File: config.mk
export PLATFORM = sky130hd
export DESIGN_NAME = pkt_rate_limiter
export DESIGN_NICKNAME = d
export VERILOG_FILES = /design/src/rtl/pkt_rl_pkg.sv /design/src/rtl/fallthrough_small_fifo.sv /design/src/rtl/pkt_rate_limiter.sv
export SDC_FILE = /design/constraint.sdc
export NUM_CORES = 1
export LEC_CHECK = 0
export ABC_AREA = 1
export BUFFER_PORTS_ARGS = -buffer_cell sky130_fd_sc_hd__buf_2
export CORE_UTILIZATION = 40
export CTS_BUF_LIST = sky130_fd_sc_hd__clkbuf_8 sky130_fd_sc_hd__clkbuf_16
export CTS_CLUSTER_SIZE = 40
export DETAILED_ROUTE_END_ITERATION = 7
export GPL_TIMING_DRIVEN = 0
export PLACE_DENSITY = 0.56
export SLEW_MARGIN = 20
export SYNTH_ARGS = -nofsm -noshare
export SYNTH_HDL_FRONTEND = slang
export SYNTH_SLANG_ARGS = --single-unit
File: constraint.sdc
create_clock -name clk -period 9.4 [get_ports clk]
set_input_delay 0.94 -clock clk [delete_from_list [all_inputs] [get_ports clk]]
set_output_delay 0.94 -clock clk [all_outputs]
set_load 0.03 [all_outputs]
File: src/rtl/pkt_rl_pkg.sv
// Shared state encodings and control-word constants for the packet rate limiter.
package pkt_rl_pkg;

  typedef enum logic [2:0] {
    ST_IDLE,
    ST_PASS_HDR,
    ST_PASS_BODY,
    ST_DROP_HDR,
    ST_DROP_BODY
  } state_t;

  localparam logic [7:0] CTRL_HDR  = 8'hFF;
  localparam logic [7:0] CTRL_BODY = 8'h00;
  localparam int         LEN_MSB   = 15;
  localparam int         TOK_W     = 21;

endpackage

File: src/rtl/fallthrough_small_fifo.sv
// Small first-word-fall-through FIFO: head word visible on dout whenever !empty.
// nearly_full asserts with one free slot left so a registered upstream can stop in time.
module fallthrough_small_fifo #(
  parameter int WIDTH          = 72,
  parameter int MAX_DEPTH_BITS = 2
) (
  input  logic             clk,
  input  logic             reset,
  input  logic [WIDTH-1:0] din,
  input  logic             wr_en,
  input  logic             rd_en,
  output logic [WIDTH-1:0] dout,
  output logic             full,
  output logic             nearly_full,
  output logic             empty
);

  localparam int DEPTH = 1 << MAX_DEPTH_BITS;
  localparam int CW    = MAX_DEPTH_BITS + 1;

  logic [WIDTH-1:0]          mem_q [DEPTH];
  logic [MAX_DEPTH_BITS-1:0] wr_ptr_q, wr_ptr_d, rd_ptr_q, rd_ptr_d;
  logic [CW-1:0]             cnt_q, cnt_d;
  logic                      do_wr, do_rd;

  assign full        = (cnt_q == CW'(DEPTH));
  assign nearly_full = (cnt_q >= CW'(DEPTH - 1));
  assign empty       = (cnt_q == '0);
  assign dout        = mem_q[rd_ptr_q];
  assign do_wr       = wr_en && !full;
  assign do_rd       = rd_en && !empty;

  always_comb begin
    wr_ptr_d = do_wr ? wr_ptr_q + 1'b1 : wr_ptr_q;
    rd_ptr_d = do_rd ? rd_ptr_q + 1'b1 : rd_ptr_q;
    cnt_d    = cnt_q;
    if (do_wr && !do_rd) cnt_d = cnt_q + 1'b1;
    if (do_rd && !do_wr) cnt_d = cnt_q - 1'b1;
  end

  always_ff @(posedge clk) begin
    if (reset) begin
      wr_ptr_q <= '0;
      rd_ptr_q <= '0;
      cnt_q    <= '0;
    end else begin
      wr_ptr_q <= wr_ptr_d;
      rd_ptr_q <= rd_ptr_d;
      cnt_q    <= cnt_d;
    end
  end

  always_ff @(posedge clk) begin
    if (do_wr) mem_q[wr_ptr_q] <= din;
  end

endmodule

File: src/rtl/pkt_rate_limiter.sv
// Token-bucket packet policer: whole packets pass or drop on the header length; outputs registered (1 cycle).
// Passing waits on out_rdy, dropping drains regardless; PKT_RATE_LIMITER_STATS_EN enables pass/drop counters.
module pkt_rate_limiter
  import pkt_rl_pkg::*;
#(
  parameter int DATA_WIDTH = 64,
  parameter int CTRL_WIDTH = DATA_WIDTH / 8,
  parameter int PRESCALE   = 16
) (
  input  logic                  clk,
  input  logic                  reset,
  input  logic [DATA_WIDTH-1:0] in_data,
  input  logic [CTRL_WIDTH-1:0] in_ctrl,
  input  logic                  in_wr,
  output logic                  in_rdy,
  output logic [DATA_WIDTH-1:0] out_data,
  output logic [CTRL_WIDTH-1:0] out_ctrl,
  output logic                  out_wr,
  input  logic                  out_rdy,
  input  logic                  cfg_en,
  input  logic [15:0]           cfg_inc,
  input  logic [19:0]           cfg_max,
  output logic [31:0]           pass_cnt,
  output logic [31:0]           drop_cnt
);

  localparam int PS_W = (PRESCALE > 1) ? $clog2(PRESCALE) : 1;

  logic [DATA_WIDTH-1:0] head_data;
  logic [CTRL_WIDTH-1:0] head_ctrl;
  logic                  fifo_empty, fifo_nearly_full, fifo_full, fifo_rd;

  fallthrough_small_fifo #(
    .WIDTH          (CTRL_WIDTH + DATA_WIDTH),
    .MAX_DEPTH_BITS (2)
  ) u_in_fifo (
    .clk         (clk),
    .reset       (reset),
    .din         ({in_ctrl, in_data}),
    .wr_en       (in_wr && !fifo_full),
    .rd_en       (fifo_rd),
    .dout        ({head_ctrl, head_data}),
    .full        (fifo_full),
    .nearly_full (fifo_nearly_full),
    .empty       (fifo_empty)
  );

  assign in_rdy = !fifo_nearly_full;

  state_t                state_q, state_d;
  logic [TOK_W-1:0]      tokens_q, tokens_d;
  logic [PS_W-1:0]       presc_q, presc_d;
  logic                  out_wr_q, out_wr_d;
  logic [DATA_WIDTH-1:0] out_data_q, out_data_d;
  logic [CTRL_WIDTH-1:0] out_ctrl_q, out_ctrl_d;

  logic             is_hdr, is_body, admit, fwd, hdr_take, wrap;
  logic [TOK_W-1:0] pkt_len, deduct, refill, tok_sum;

  always_comb begin
    is_hdr   = (head_ctrl == CTRL_WIDTH'(CTRL_HDR));
    is_body  = (head_ctrl == CTRL_WIDTH'(CTRL_BODY));
    pkt_len  = TOK_W'(head_data[LEN_MSB:0]);
    admit    = !cfg_en || (tokens_q >= pkt_len) || (pkt_len == '0);
    fwd      = (state_q == ST_IDLE && is_hdr && admit) ||
               state_q == ST_PASS_HDR || state_q == ST_PASS_BODY;
    // Stray words and dropped packets drain even while downstream stalls.
    fifo_rd  = !fifo_empty && (fwd ? out_rdy : 1'b1);
    hdr_take = (state_q == ST_IDLE) && fifo_rd && is_hdr;

    wrap     = (presc_q == PS_W'(PRESCALE - 1));
    presc_d  = wrap ? '0 : presc_q + 1'b1;
    refill   = wrap ? TOK_W'(cfg_inc) : '0;
    deduct   = (hdr_take && admit && cfg_en) ? pkt_len : '0;
    tok_sum  = tokens_q - deduct + refill;
    tokens_d = (tok_sum > TOK_W'(cfg_max)) ? TOK_W'(cfg_max) : tok_sum;

    state_d = state_q;
    if (fifo_rd) begin
      case (state_q)
        ST_IDLE:      if (is_hdr) state_d = admit ? ST_PASS_HDR : ST_DROP_HDR;
        ST_PASS_HDR:  if (!is_hdr) state_d = is_body ? ST_PASS_BODY : ST_IDLE;
        ST_DROP_HDR:  if (!is_hdr) state_d = is_body ? ST_DROP_BODY : ST_IDLE;
        ST_PASS_BODY,
        ST_DROP_BODY: if (!is_body) state_d = ST_IDLE;
        default:      state_d = ST_IDLE;
      endcase
    end

    out_wr_d   = fifo_rd && fwd;
    out_data_d = out_wr_d ? head_data : out_data_q;
    out_ctrl_d = out_wr_d ? head_ctrl : out_ctrl_q;
  end

  always_ff @(posedge clk) begin
    if (reset) begin
      state_q    <= ST_IDLE;
      tokens_q   <= '0;
      presc_q    <= '0;
      out_wr_q   <= 1'b0;
      out_data_q <= '0;
      out_ctrl_q <= '0;
    end else begin
      state_q    <= state_d;
      tokens_q   <= tokens_d;
      presc_q    <= presc_d;
      out_wr_q   <= out_wr_d;
      out_data_q <= out_data_d;
      out_ctrl_q <= out_ctrl_d;
    end
  end

  assign out_wr   = out_wr_q;
  assign out_data = out_data_q;
  assign out_ctrl = out_ctrl_q;

`ifdef PKT_RATE_LIMITER_STATS_EN
  logic [31:0] pass_cnt_q, pass_cnt_d, drop_cnt_q, drop_cnt_d;

  always_comb begin
    pass_cnt_d = (hdr_take && admit)  ? pass_cnt_q + 32'd1 : pass_cnt_q;
    drop_cnt_d = (hdr_take && !admit) ? drop_cnt_q + 32'd1 : drop_cnt_q;
  end

  always_ff @(posedge clk) begin
    if (reset) begin
      pass_cnt_q <= '0;
      drop_cnt_q <= '0;
    end else begin
      pass_cnt_q <= pass_cnt_d;
      drop_cnt_q <= drop_cnt_d;
    end
  end

  assign pass_cnt = pass_cnt_q;
  assign drop_cnt = drop_cnt_q;
`else
  assign pass_cnt = '0;
  assign drop_cnt = '0;
`endif

endmodule

After elaboration in Yosys (flattened, before gate mapping)
Memory sizes are Yosys's and may differ from the RTL's. A register that Yosys moved wholly into a read port is not among the register bits.
Index checks and enable logic that the tools add are counted.
{"block": "totals", "reg_bits": 108, "latchBits": 0, "ramBits": 288, "romBits": 0, "input_bits": 113, "out_inout_bits": 138, "elab_cells": 82, "n_memories": 1}
{"block": "classes", "addsub": 7, "multipliers": 0, "div_mod_pow": 0, "magnitude_cmp": 3, "eq_ne": 11, "n_shift": 0, "mux": 18, "n_bitwise": 0, "reduce_logical": 32}
{"memory": "u_in_fifo.mem_q", "words": 4, "word_bits": 72, "read_ports": 1, "rd_clocked_by_memory_dff": 1, "write_ports": 1, "line_no": "fallthrough_small_fifo.sv:21", "text": "logic [WIDTH-1:0] mem_q [DEPTH];"}
{"cell": "16-bit 2-to-1 mux", "n": 2}
{"cell": "21-bit by 16-bit adder with 21-bit output", "n": 1}
{"cell": "21-bit by 16-bit >= comparator with 1-bit output", "n": 1}
{"cell": "21-bit by 20-bit > comparator with 1-bit output", "n": 1}
{"cell": "3-bit 2-to-1 mux", "n": 7}
{"cell": "21-bit by 16-bit subtractor with 21-bit output", "n": 1}
{"cell": "20-bit 2-to-1 mux", "n": 1}
{"cell": "16-bit zero test", "n": 1}
{"cell": "1-bit logical AND", "n": 13}
{"cell": "3-bit case mux with 4 select lines", "n": 1}
{"cell": "8-bit equality test (second input constant)", "n": 1}
{"cell": "8-bit zero test", "n": 1}
{"cell": "2-bit 2-to-1 mux", "n": 4}
{"cell": "2-bit inequality test (second input constant)", "n": 4}
{"cell": "3-bit by 2-bit equality test with 1-bit output (second input constant)", "n": 2}
{"cell": "3-bit equality test (second input constant)", "n": 2}
{"cell": "1-bit zero test", "n": 6}
{"cell": "3-bit zero test", "n": 2}
{"cell": "2-bit OR reduction", "n": 3}
{"cell": "5-bit AND reduction", "n": 1}
{"cell": "2-bit by 1-bit adder with 2-bit output (second input constant)", "n": 2}
{"cell": "4-bit by 1-bit adder with 4-bit output (second input constant)", "n": 1}
{"cell": "4-bit equality test (second input constant)", "n": 1}
{"cell": "1-bit logical OR", "n": 4}
{"cell": "6 further kinds", "n": 8}

Logic depth before layout (Yosys ltp)
{"block": "depth", "word_depth": 17, "mapped_depth": 50, "ltp_nobuf": 47}

Hierarchy
From an unflattened synthesis, not the netlist that was laid out.
{"block": "hier_totals", "cells_unflattened": 2015, "area_unflattened_um2": 19558.8}
{"mod": "fallthrough_small_fifo", "n_inst": 1, "cells_each": 767, "area_each_um2": 11583.6, "seq_area_each_um2": 8828.5}
{"mod": "pkt_rate_limiter", "n_inst": 1, "cells_each": 1248, "area_each_um2": 7975.1, "seq_area_each_um2": 2021.9}

Worst setup path before layout
OpenSTA, ideal clock, no wires.
{"block": "synth_timing", "kind": "register to register", "startpoint": "register (tool-made name)", "endpoint": "register tokens_q[0]", "setup_time_ns": 0.115, "t_arrival_ns": 5.632, "required_time_ns": 9.285, "slack_ns": 3.653, "stages_incl_launch_ff": 48, "path_buffers": 4, "period_less_slack_ns": 5.747, "path_cell_list": "dfxtp_1 > buf_4 > inv_4 > buf_2 > nand2_1 > nand3_1 > nand2_1 > ha_1 > nand2_1 > nor2_1 > nand2_1 > o21bai_1 > nand2_1 > nand2_1 > nand3_1 > nand2_1 > nand2_2 > a21boi_2 > [12 not listed] > xnor2_1 > inv_1 > ha_1 > a21oi_1 > o21ai_0 > a21oi_1 > nand2_1 > nand2_1 > nand2_1 > nand2_1 > nand2_1 > nand2_1 > nand2_1 > nand2_1 > buf_1 > nand3_1 > nand2_1 > nor2_1"}
{"item": "end signal: assignment", "line_no": "pkt_rate_limiter.sv:105", "text": "tokens_q <= tokens_d;"}
{"item": "end: declaration", "line_no": "pkt_rate_limiter.sv:51", "text": "logic [TOK_W-1:0] tokens_q, tokens_d;"}

==> summary.txt <==
Clocking
  • H-Tree Depth: 2
  • CTS tree: yes
  • Clock-pin transition on the worst setup and hold timing paths: 0.06 ns
  • CTS Buf Count: 44
  • Resize count post-CTS: 0
  • Cts-stage hold buffer count: 0
  • Clock Tree Buf Depth: 3
  • Clk_lat worst skew: 0.57 ns
  • Clock sinks: 398
  • Setup Fix Bufs, Post-CTS: 0
  • Root Driver: clkbuf_16

Cells and area
  • Post-route insts no fill: 2848
  • Synthesis-to-finish area growth: 20.4%
  • Ratio of cells with drive above 1 in the final layout: 16.7%
  • Layout filler cell count: 4256
  • Nets: 2411
  • Cell area after layout: 22400 µm²

STA
  • Number of setup violations in the final report: 0
  • Final Max Slew Viols: 0
  • Fin crit period: 7.34 ns
  • RSZ-0062 raised after global routing: no
  • Tcrit/Tclk final: 78.1%
  • FMAX: 136 MHz
  • Worst-Margin Slew: 1.08 ns
  • Final Hold Viols: 0
  • Worst slew margin: 27.6%
  • Sum Neg Setup Slack: 0 ns
  • Fin Hold WS: 0.448 ns
  • Clk_skew: 0.0206 ns

Yosys
  • Seq cells post-synth: 398
  • Warnings from Yosys: 0
  • Area contributors post-synth: edfxtp_1 46%, dfxtp_1 12%, nand2_1 9.4%
  • Ys flop type: edfxtp_1
  • Synth Area in XOR/XNOR: 0.893%
  • Cell area after synthesis: 18600 µm²
  • Most common library cells after synthesis: 468 x nand2_1, 288 x edfxtp_1, 215 x inv_1, 167 x a21oi_1, 136 x nor2_1
  • Largest family of logic cells by synthesized area: simple AND/OR/NAND/NOR gates
  • Unique masters post-synth: 38
  • Ys async rst share: 0%
  • Number of synthesized flops with an enable pin: 288
  • Yosys top cell by area: edfxtp_1
  • Cell with the most instances after synthesis: nand2_1
  • Post-synthesis mux area share: 0%
  • Synth Area in Adders: 6.46%
  • Yosys top cell area share: 46.4%
  • Synth Area in Compound Gates: 9.61%
  • Post-Synthesis Cells: 1900
  • Avg Synthesized Cell Area: 9.81 µm²
  • Post-synthesis sequential area ratio: 58.2%
  • Post-Synth Simple-Gate Area: 15.3%

Global route
  • Global Route Usage Sum: 20.7%
  • Largest net degree at the start of global routing: 23
  • First-pass GRT wire length: 74400 µm
  • Vias in the first global route: 13000
  • Total gr overflow: 0
  • Initial antenna violation count: 10

Place
  • Dpl cell area: 21000 µm²
  • Placed cells: 2766
  • Final GP Congestion: 0.867
  • HPWL Detailed: 35800 µm
  • # port buffers: 186

Floorplanning
  • CORE AREA: 45700 µm²
  • Die Y: 218 µm
  • Ports: 251
  • Die footprint: 47500 µm²
  • Starting density of the core: 40.8%
  • # rows: 78
  • Die Wd: 218 µm

Worst setup path
  • Critical path endpoint category: register
  • Setup crit start kind: register
  • CP max stage cell: fa_1
  • Max Fanout on Critical Path: 10
  • Critical setup path kind: reg2reg
  • Slowest stage delay, CP: 0.43 ns
  • Critical path required time: 9.87 ns
  • Worst EP arrival: 7.81 ns
  • CP dominant cell by count: nand2_1

Routing
  • Vias per inst: 4.84
  • DRC violations left: 0
  • Routed Antenna Nets: 0
  • WL/cell: 17.3 µm
  • Routed wire length: 49300 µm
  • Vias: 13800
  • DR iter-0 viols: 802
  • DRT Pass-1 Iters: 5

Power
  • Cell Pwr Density: 326 nW/µm²
  • Peak VDD IR: 0.169 mV
  • Leakage power: 0.00981 µW

Worst hold path
  • Class of the worst hold path: reg2reg

Flow run
  • Number of max-cap violations: 0

Run status
  • Run status: completed
-- metal layers --
| layer | track usage, % | share of wire [%] | up-vias |
|---|---|---|---|
| li1 | - | - | 6863 |
| met1 | 27.1 | 44 | 6449 |
| met2 | 34.6 | 48 | 368 |
| met3 | 4.34 | 6.2 | 78 |
| met4 | 5.48 | 2.1 | 16 |
| met5 | 0 | 0.19 | - |
-- path summary, 6_finish.rpt --
kind / from / cells past startpoint / end / slack, ns
hold reg to reg: presc_q[0] / 1 / presc_q[0] / 0.45
setup reg to reg: register / 43 / tokens_q[8] / 2.06
hold / removal: presc_q[0] / 1 / presc_q[0] / 0.45
setup / recovery: register / 43 / tokens_q[8] / 2.06
-- power breakdown --
| group | internal [µW] | switching, µW |
|---|---|---|
| Clock | 972 | 692 |
| Sequential | 2120 | 90.9 |
| Combinational | 1140 | 2290 |
-- critical path: cells and delay by family (launching register included) --
kind                     cells  cell delay [ns]
buffers and inverters        7             1.37
AO/OA/AOI/OAI               10             1.68
AND/OR/NAND/NOR             21             2.30
flip-flops                   1             0.30
adder cells (fa/ha/maj)      4             1.30
XOR/XNOR                     1             0.30
-- layout make-up --
type	instances	area, µm²	share of cell area (%)
plain buffers	149	930	4.14
well taps	600	751	3.35
clock inverters	30	201	0.898
clock buffers	51	1210	5.39
multi-input cells	1197	6300	28.1
inverters	220	831	3.70
repair buffers	202	1360	6.05
diodes	1	2.50	0.0112
flip-flops and latches	398	10900	48.4
-- state kept, by name (all words and copies together), names as in the netlist, named ones only --
signal,count
u_in_fifo.cnt_q,3
tokens_q,21
out_data,64
u_in_fifo.rd_ptr_q,2
out_wr,1
out_ctrl,8
u_in_fifo.wr_ptr_q,2
presc_q,4
state_q,3
u_in_fifo.mem_q,288
-- stage by stage --
step	util [%]	setup slack, ns	power, µW
finish	49.1	2.06	7310
global route	49.1	1.45	7880
CTS	49.1	2.09	7370
detailed placement	46.0	2.11	5680
global placement	45.0	1.63	5600
floorplan	-	3.65	4660
-- layout by cell type, fill, tap and decap left out, types with 3 or more instances in the layout --
cell       instances
a21oi_1          167
nand4_1           16
nor3_1             8
nand3_1           78
ha_1              69
clkinv_1          14
dfxtp_1          110
xor2_1            14
buf_16            14
nor2_4             4
buf_1              8
buf_4             72
clkbuf_8           6
o21ai_0           70
edfxtp_1         288
o211ai_1           8
fa_1              17
o22ai_1           20
o21bai_1           8
buf_6             11
buf_2            200
clkbuf_1          44
nor2_1           132
nand2_1          468
o21ai_1            3
a32o_1            28
conb_1            65
clkinv_2           6
clkbuf_16         45
nor4_1             5
xnor2_1            5
inv_1            220
-- cell families after synthesis --
group                      after synthesis
AOI/OAI and AO/OA                      312
xor gates and xnor gates                19
adders and majority gates               86
buffers and inverters                  369
DFF                                    398
other                                    1
and+or+nand+nor                        715
No activity file was read; power rests on OpenSTA's default activity.
